## src/rtl/and16_gate_if.sv

```systemverilog
// Operand/result bundle for the registered 16-bit AND unit.
// master drives operands, slave (the unit) drives the result and flags.
interface and16_gate_if #(
    parameter int WIDTH = 16,
    parameter int CNT_W = 5
);
    logic             in_valid;
    logic [WIDTH-1:0] a;
    logic [WIDTH-1:0] b;
    logic [WIDTH-1:0] out;
    logic             out_valid;
    logic             zr;
    logic             ng;
    logic [CNT_W-1:0] popcnt;

    modport master (
        output in_valid, a, b,
        input  out, out_valid, zr, ng, popcnt
    );

    modport slave (
        input  in_valid, a, b,
        output out, out_valid, zr, ng, popcnt
    );
endinterface

```

## src/rtl/and16_gate.sv

```systemverilog
// Registered 16-bit bitwise AND with Hack status flags and popcount.
// One result per accepted beat, one cycle of latency, no backpressure.
module and16_gate #(
    parameter int WIDTH = 16,
    parameter int CNT_W = 5
) (
    input  logic         clk,
    input  logic         rst_n,
    and16_gate_if.slave  bus
);
    logic [WIDTH-1:0] out_q, out_d;
    logic             vld_q, vld_d;
    logic             zr_q, zr_d;
    logic             ng_q, ng_d;
    logic [CNT_W-1:0] cnt_q, cnt_d;
    logic [WIDTH-1:0] and_w;
    logic [CNT_W-1:0] pc_w;

    assign and_w = bus.a & bus.b;

    // Count the ones of the AND result that would be captured.
    always_comb begin
        pc_w = '0;
        for (int i = 0; i < WIDTH; i++) begin
            pc_w = pc_w + CNT_W'(and_w[i]);
        end
    end

    // Next state: load a fresh result on a beat, otherwise hold the
    // result and flags; the select keeps idle-cycle X operands out.
    always_comb begin
        out_d = out_q;
        zr_d  = zr_q;
        ng_d  = ng_q;
        cnt_d = cnt_q;
        vld_d = 1'b0;
        if (bus.in_valid) begin
            out_d = and_w;
            zr_d  = (and_w == '0);
            ng_d  = and_w[WIDTH-1];
            cnt_d = pc_w;
            vld_d = 1'b1;
        end
    end

    // Result and flag registers, cleared asynchronously (zr reads 0).
    always_ff @(posedge clk or negedge rst_n) begin
        if (!rst_n) begin
            out_q <= '0;
            vld_q <= 1'b0;
            zr_q  <= 1'b0;
            ng_q  <= 1'b0;
            cnt_q <= '0;
        end else begin
            out_q <= out_d;
            vld_q <= vld_d;
            zr_q  <= zr_d;
            ng_q  <= ng_d;
            cnt_q <= cnt_d;
        end
    end

    assign bus.out       = out_q;
    assign bus.out_valid = vld_q;
    assign bus.zr        = zr_q;
    assign bus.ng        = ng_q;
    assign bus.popcnt    = cnt_q;
endmodule

```

## src/flat_wrapper.sv

```systemverilog
// flat-port wrapper written by rule: the top's interface ports become plain ports
module and16_gate_flat 
#(
    parameter int WIDTH = 16,
    parameter int CNT_W = 5
)
  (clk, rst_n, bus_in_valid, bus_a, bus_b, bus_out, bus_out_valid, bus_zr, bus_ng, bus_popcnt);
  and16_gate_if #(.WIDTH(WIDTH), .CNT_W(CNT_W)) bus_i ();
  input  logic clk;
  input  logic rst_n;
  input wire logic [$bits(bus_i.in_valid)-1:0] bus_in_valid;
  input wire logic [$bits(bus_i.a)-1:0] bus_a;
  input wire logic [$bits(bus_i.b)-1:0] bus_b;
  output wire logic [$bits(bus_i.out)-1:0] bus_out;
  output wire logic [$bits(bus_i.out_valid)-1:0] bus_out_valid;
  output wire logic [$bits(bus_i.zr)-1:0] bus_zr;
  output wire logic [$bits(bus_i.ng)-1:0] bus_ng;
  output wire logic [$bits(bus_i.popcnt)-1:0] bus_popcnt;
  assign bus_i.in_valid = bus_in_valid;
  assign bus_i.a = bus_a;
  assign bus_i.b = bus_b;
  assign bus_out = bus_i.out;
  assign bus_out_valid = bus_i.out_valid;
  assign bus_zr = bus_i.zr;
  assign bus_ng = bus_i.ng;
  assign bus_popcnt = bus_i.popcnt;
  and16_gate #(.WIDTH(WIDTH), .CNT_W(CNT_W)) u_core (.clk(clk), .rst_n(rst_n), .bus(bus_i));
endmodule
```

## config.mk

```make
export PLATFORM = sky130hd
export DESIGN_NAME = and16_gate_flat
export DESIGN_NICKNAME = d
export VERILOG_FILES = /design/src/rtl/and16_gate_if.sv /design/src/rtl/and16_gate.sv /design/src/flat_wrapper.sv
export SDC_FILE = /design/constraint.sdc
export NUM_CORES = 1
export LEC_CHECK = 0
export ABC_CLOCK_PERIOD_IN_PS = 1100
export CAP_MARGIN = 20
export CORE_MARGIN = 8
export CORE_UTILIZATION = 42
export CTS_CLUSTER_SIZE = 30
export DETAILED_ROUTE_END_ITERATION = 16
export PLACE_DENSITY = 0.76
export SLEW_MARGIN = 40
export SYNTH_ARGS = -nofsm -noshare
export SYNTH_HDL_FRONTEND = slang
export SYNTH_SLANG_ARGS = --single-unit
```

## constraint.sdc

```tcl
create_clock -name clk -period 1.1 [get_ports clk]
set_input_delay 0.11 -clock clk [delete_from_list [all_inputs] [get_ports clk]]
set_output_delay 0.11 -clock clk [all_outputs]
set_load 0.02 [all_outputs]
```

# Word-level counts from Yosys, hierarchy flattened
# Cells that the tools add are included.
# W data, S select, Z words.
[word_totals] reg_bits=24 out_inout_bits=24 word_cells=23 in_bits=35
[classes] muxes=1 n_reduce_logical=1 addsub=15 bitwise=1
[op_table] op="$add A5 B1 Y5" n=14
[op_table] op="$and A16 B16 Y16" n=1
[op_table] op="$logic_not A16 Y1" n=1
[op_table] op="$add A1 B1 Y2" n=1
[op_table] op="$mux W1" n=1

# Logic depth before layout (Yosys ltp)
[depth] ltp_word=16 mapped_depth=15 mapped_depth_nobuf=15

# Worst setup path after synthesis
# Ideal clock, no wire load.
[synth_path] path_kind="in2reg" startpoint="in bus_a[0]" endpoint="reg u_core.cnt_q[4], in the netlist u_core.bus.popcnt[4]" path_slack_ns=-2.567 t_arrival_ns=3.542 setup_time_ns=0.125 stages=15 path_buffers=0 t_required_ns=0.975 cell_sequence="and2_1 inv_1 ha_1 inv_1 fa_1 fa_1 fa_1 inv_1 fa_1 fa_1 inv_1 fa_1 nand2b_1 a21oi_1 mux2_2"
[synth_via] elab_chain_cells=16
[synth_lines] item="start, declared" line_no="flat_wrapper.sv:12" rtl="input wire logic [$bits(bus_i.a)-1:0] bus_a;"
[synth_lines] item="$and A16 B16 Y16" line_no="and16_gate.sv:19" rtl="assign and_w = bus.a & bus.b;"
[synth_lines] item="$add A1 B1 Y2" line_no="and16_gate.sv:25" rtl="pc_w = pc_w + CNT_W'(and_w[i]);"
[synth_lines] item="$add A5 B1 Y5 (14 in series)" line_no="and16_gate.sv:25"
[synth_lines] item="end signal, assigned" line_no="and16_gate.sv:59" rtl="cnt_q <= cnt_d;"
[synth_lines] item="end, declared" line_no="and16_gate.sv:15" rtl="logic [CNT_W-1:0] cnt_q, cnt_d;"
# No other way between the ends.
# A chain may end at the register's enable or synchronous reset.

# Final worst setup path
[layout_path] startpoint="in bus_b[0]" endpoint="reg u_core.cnt_q[4], in the netlist u_core.bus.popcnt[4]"
[layout_via] elab_chain_cells=16
[layout_lines] item="start, declared" line_no="flat_wrapper.sv:13" rtl="input wire logic [$bits(bus_i.b)-1:0] bus_b;"
[layout_lines] item="$and A16 B16 Y16" line_no="and16_gate.sv:19"
[layout_lines] item="named net u_core.and_w[0]" line_no="and16_gate.sv:16" rtl="logic [WIDTH-1:0] and_w;"
[layout_lines] item="$add A1 B1 Y2" line_no="and16_gate.sv:25"
[layout_lines] item="$add A5 B1 Y5 (14 in series)" line_no="and16_gate.sv:25"
# The timed path passes the listed nets, and every way through them passes these cells.

==> flow_summary.ini <==
[status]
status = complete, but fails checks
violations = negative setup slack

[finish]
fill_cells = 264
fin_util_pct = 67.0
drive_above_1_share_pct = 44.4
multi_input_area_sq_um = 783
syn2layout_area_growth_pct = 56.4
diodes = 0
final_cell_count_no_fill = 253
fin_area_sq_um = 2200
regArea_sq_um = 576
nNetsFinal = 260

[route]
first_pass_iters = 4
detail-route-antenna-nets = 0
drt-initial-drc-count = 55
vias = 1210
drt_wl_total_mm = 4.06
route.detailed.drc = 0
wl_per_cell_microns = 16.0
vias_per_cell = 4.78

[yosys]
syn_avg_cell_area_sq_um = 11.4
ys_types = 26
yosys.area.top_type = dfrtp_1
synth_top_family_by_area = adder cells
yosysSeqAreaShare_pct = 40.9
synth-compound-area-share_pct = 6.40
synthSimpleGateAreaFrac_pct = 10.7
synth_xor_xnor_area_share_pct = 0.622
synthArstFlopShare_pct = 100
syn_inst = 124
synth_area_leaders = dfrtp_1 41%, fa_1 14%, mux2_2 12%
synth_flop_cell = dfrtp_1
ys_warn_count = 0
synthMostInstantiatedCell = inv_1
post_synth_fa_ha_maj_area_fraction_pct = 20.4
synth_top_area_share_pct = 40.9
synth_top_cells_by_count = 25 x inv_1, 23 x dfrtp_1, 15 x mux2_2
synth_fp_nets = 176
ys_seq_elements = 23
synth_edf_count = 0
synth_mux_area_share_pct = 12.7
synth_area_sq_um = 1410

[sta]
fin_crit_sh_pct = 311
fin_ws_ns = -2.32
tightest_slew_ns = 0.272
period_needed_ns = 3.42
hold_viol = 0
max_freq_ghz = 0.292
hold_ws_ns = 0.105
fin_skew_ns = 0
rsz0062_at_grt = yes
drv_slew = 0
setup_violations = 5
slew_headroom_pct = 81.9

[worst_setup_path]
cp_slowest_cell = fa_1
crit_chain = buf_6 > and2_4 > inv_2 > ha_4 > inv_2 > fa_1 > fa_1 > fa_1 > inv_1 > fa_1 > fa_2 > inv_2 > fa_2 > nand2b_4 > a21oi_2 > mux2_4
cp-start-kind = input port
cp_data_arrival_time_ns = 3.64
worstPathMaxFanout = 2
worst-setup-path-type = input port to flip-flop
worstPathRequired_ns = 1.32
path_common_cell = fa_1
r2r_cells = 3
end_kind = flip-flop
slowest_delay_ns = 0.52

[job]
cap_violations = 0

[grt]
grt_pass1_vias = 1362
grt_overflow = 0
grt_usage_pct = 15.7
grt_max_degree = 24
grt_pass1_wl_mm = 6.56
antenna_found_initial = 0

[placement]
io_buffers = 58
gp_congestion = 0.866
post_dp_cell_area_sq_um = 2210
dp.cells = 243
post-dp-hpwl_mm = 3.41
pre_cts_slack_ns = -3.06

[cts]
clockRootBuffer = clkbuf_4
cts_max_path_buffers = 2
path_clk_slew_ns = 0.14
cts_tree = yes
numCtsBuffers = 3
cts-htree-levels = 1
cts.hold.buffers_added = 0
clk_latency_ns = 0.33
cts_num_sinks = 23

[die]
die_w_microns = 73.9
core_area_sq_um = 3280
num_rows = 21
fp.dieH_microns = 73.9
floorplan.initialDensity_pct = 42.9
io_pins = 59
die_area_sq_um = 5460

[power]
leakagePower_nw = 1.17
ir_drop_v = 0.000951
powerDensity_nw_per_um2 = 1320

[hold_path]
hp-class = input port to asynchronous set/reset pin
## area by class of cell
cell class,instances,area share [%]
clock buffer,4,1.19
inverter,25,4.26
multi-input combinational,72,35.6
sequential,23,26.1
tap,46,2.61
timing repair buffer,83,30.2
## kinds of logic after synthesis
kind of cell / count (synthesis)
buffers and inverters: 29
and+or+nand+nor: 26
DFF: 23
adders and majority gates: 17
muxes: 16
AOI/OAI and AO/OA: 12
xor gates and xnor gates: 1
## layout by cell type (no fill, tap or decap), types with 2 or more instances in the layout
master,netlist,routed
dlygate4sd2_1,0,7
mux2_2,15,12
buf_2,3,24
and2_4,2,6
nand2_1,7,5
o21ai_0,4,4
fa_2,0,2
and2_1,7,3
ha_1,7,6
buf_4,1,22
nand3_1,5,4
inv_1,25,21
clkdlybuf4s50_1,0,15
fa_1,10,8
buf_6,0,5
mux2_4,0,3
clkdlybuf4s15_1,0,5
a21oi_2,0,2
inv_2,0,4
dlymetal6s2s_1,0,3
clkbuf_4,0,3
nand2_2,0,2
dfrtp_1,23,23
## final timing paths
kind                                                          to  slack, ns                        startpoint
worst max register to register  u_core.bus.popcnt[3]$_DFFE_PN0P_       0.21  u_core.bus.popcnt[3]$_DFFE_PN0P_
max in group asynchronous          u_core.bus.out[6]$_DFFE_PN0P_       0.84                             rst_n
worst min-delay path               u_core.bus.out[0]$_DFFE_PN0P_       0.10                             rst_n
worst min register to register     u_core.bus.out[7]$_DFFE_PN0P_       0.52     u_core.bus.out[7]$_DFFE_PN0P_
min in group clk                   u_core.bus.out[4]$_DFFE_PN0P_       0.17                          bus_b[4]
worst max-delay path            u_core.bus.popcnt[4]$_DFFE_PN0P_      -2.32                          bus_b[0]
## stage by stage
stage	total power, mW	setup TNS, ns
final	2.90	-11.01
after global routing	3.11	-11.42
after CTS	2.94	-11.93
after detailed placement	2.51	-19.01
after global placement	2.44	-18.31
after floorplan	1.84	-11.79
## power by group
part | switching [mW] | internal [mW] | total (mW)
logic | 0.706 | 0.744 | 1.45
clock network | 0.277 | 0.142 | 0.420
registers | 0.0625 | 0.969 | 1.03
total | 1.05 | 1.86 | 2.90
## layer usage
layer	vias up	global-route usage [%]	wire, microns
li1	570	-	-
met1	588	17.7	1760
met2	47	28.3	2000
met3	5	3.96	247
met4	0	3.99	48
met5	-	0	0
## flip-flops by register name, indices dropped and copies added (netlist names)
register,cells
u_core.bus.ng,1
u_core.bus.popcnt,5
u_core.bus.out,15
u_core.bus.out_valid,1
u_core.bus.zr,1
## worst max-delay path: cells and delay by family
family          cells  cell delay [ns]
fa+ha+maj           7             2.71
simple gates        2             0.26
mux                 1             0.25
buf+inv             5             0.24
compound gates      1             0.05
## timing repair
item,CTS,global route
endpoints found under the setup margin,30,22
pin swaps,22,16
buffers inserted,3,3
gates resized for setup,117,28
No activity file was read; power rests on OpenSTA's default activity.
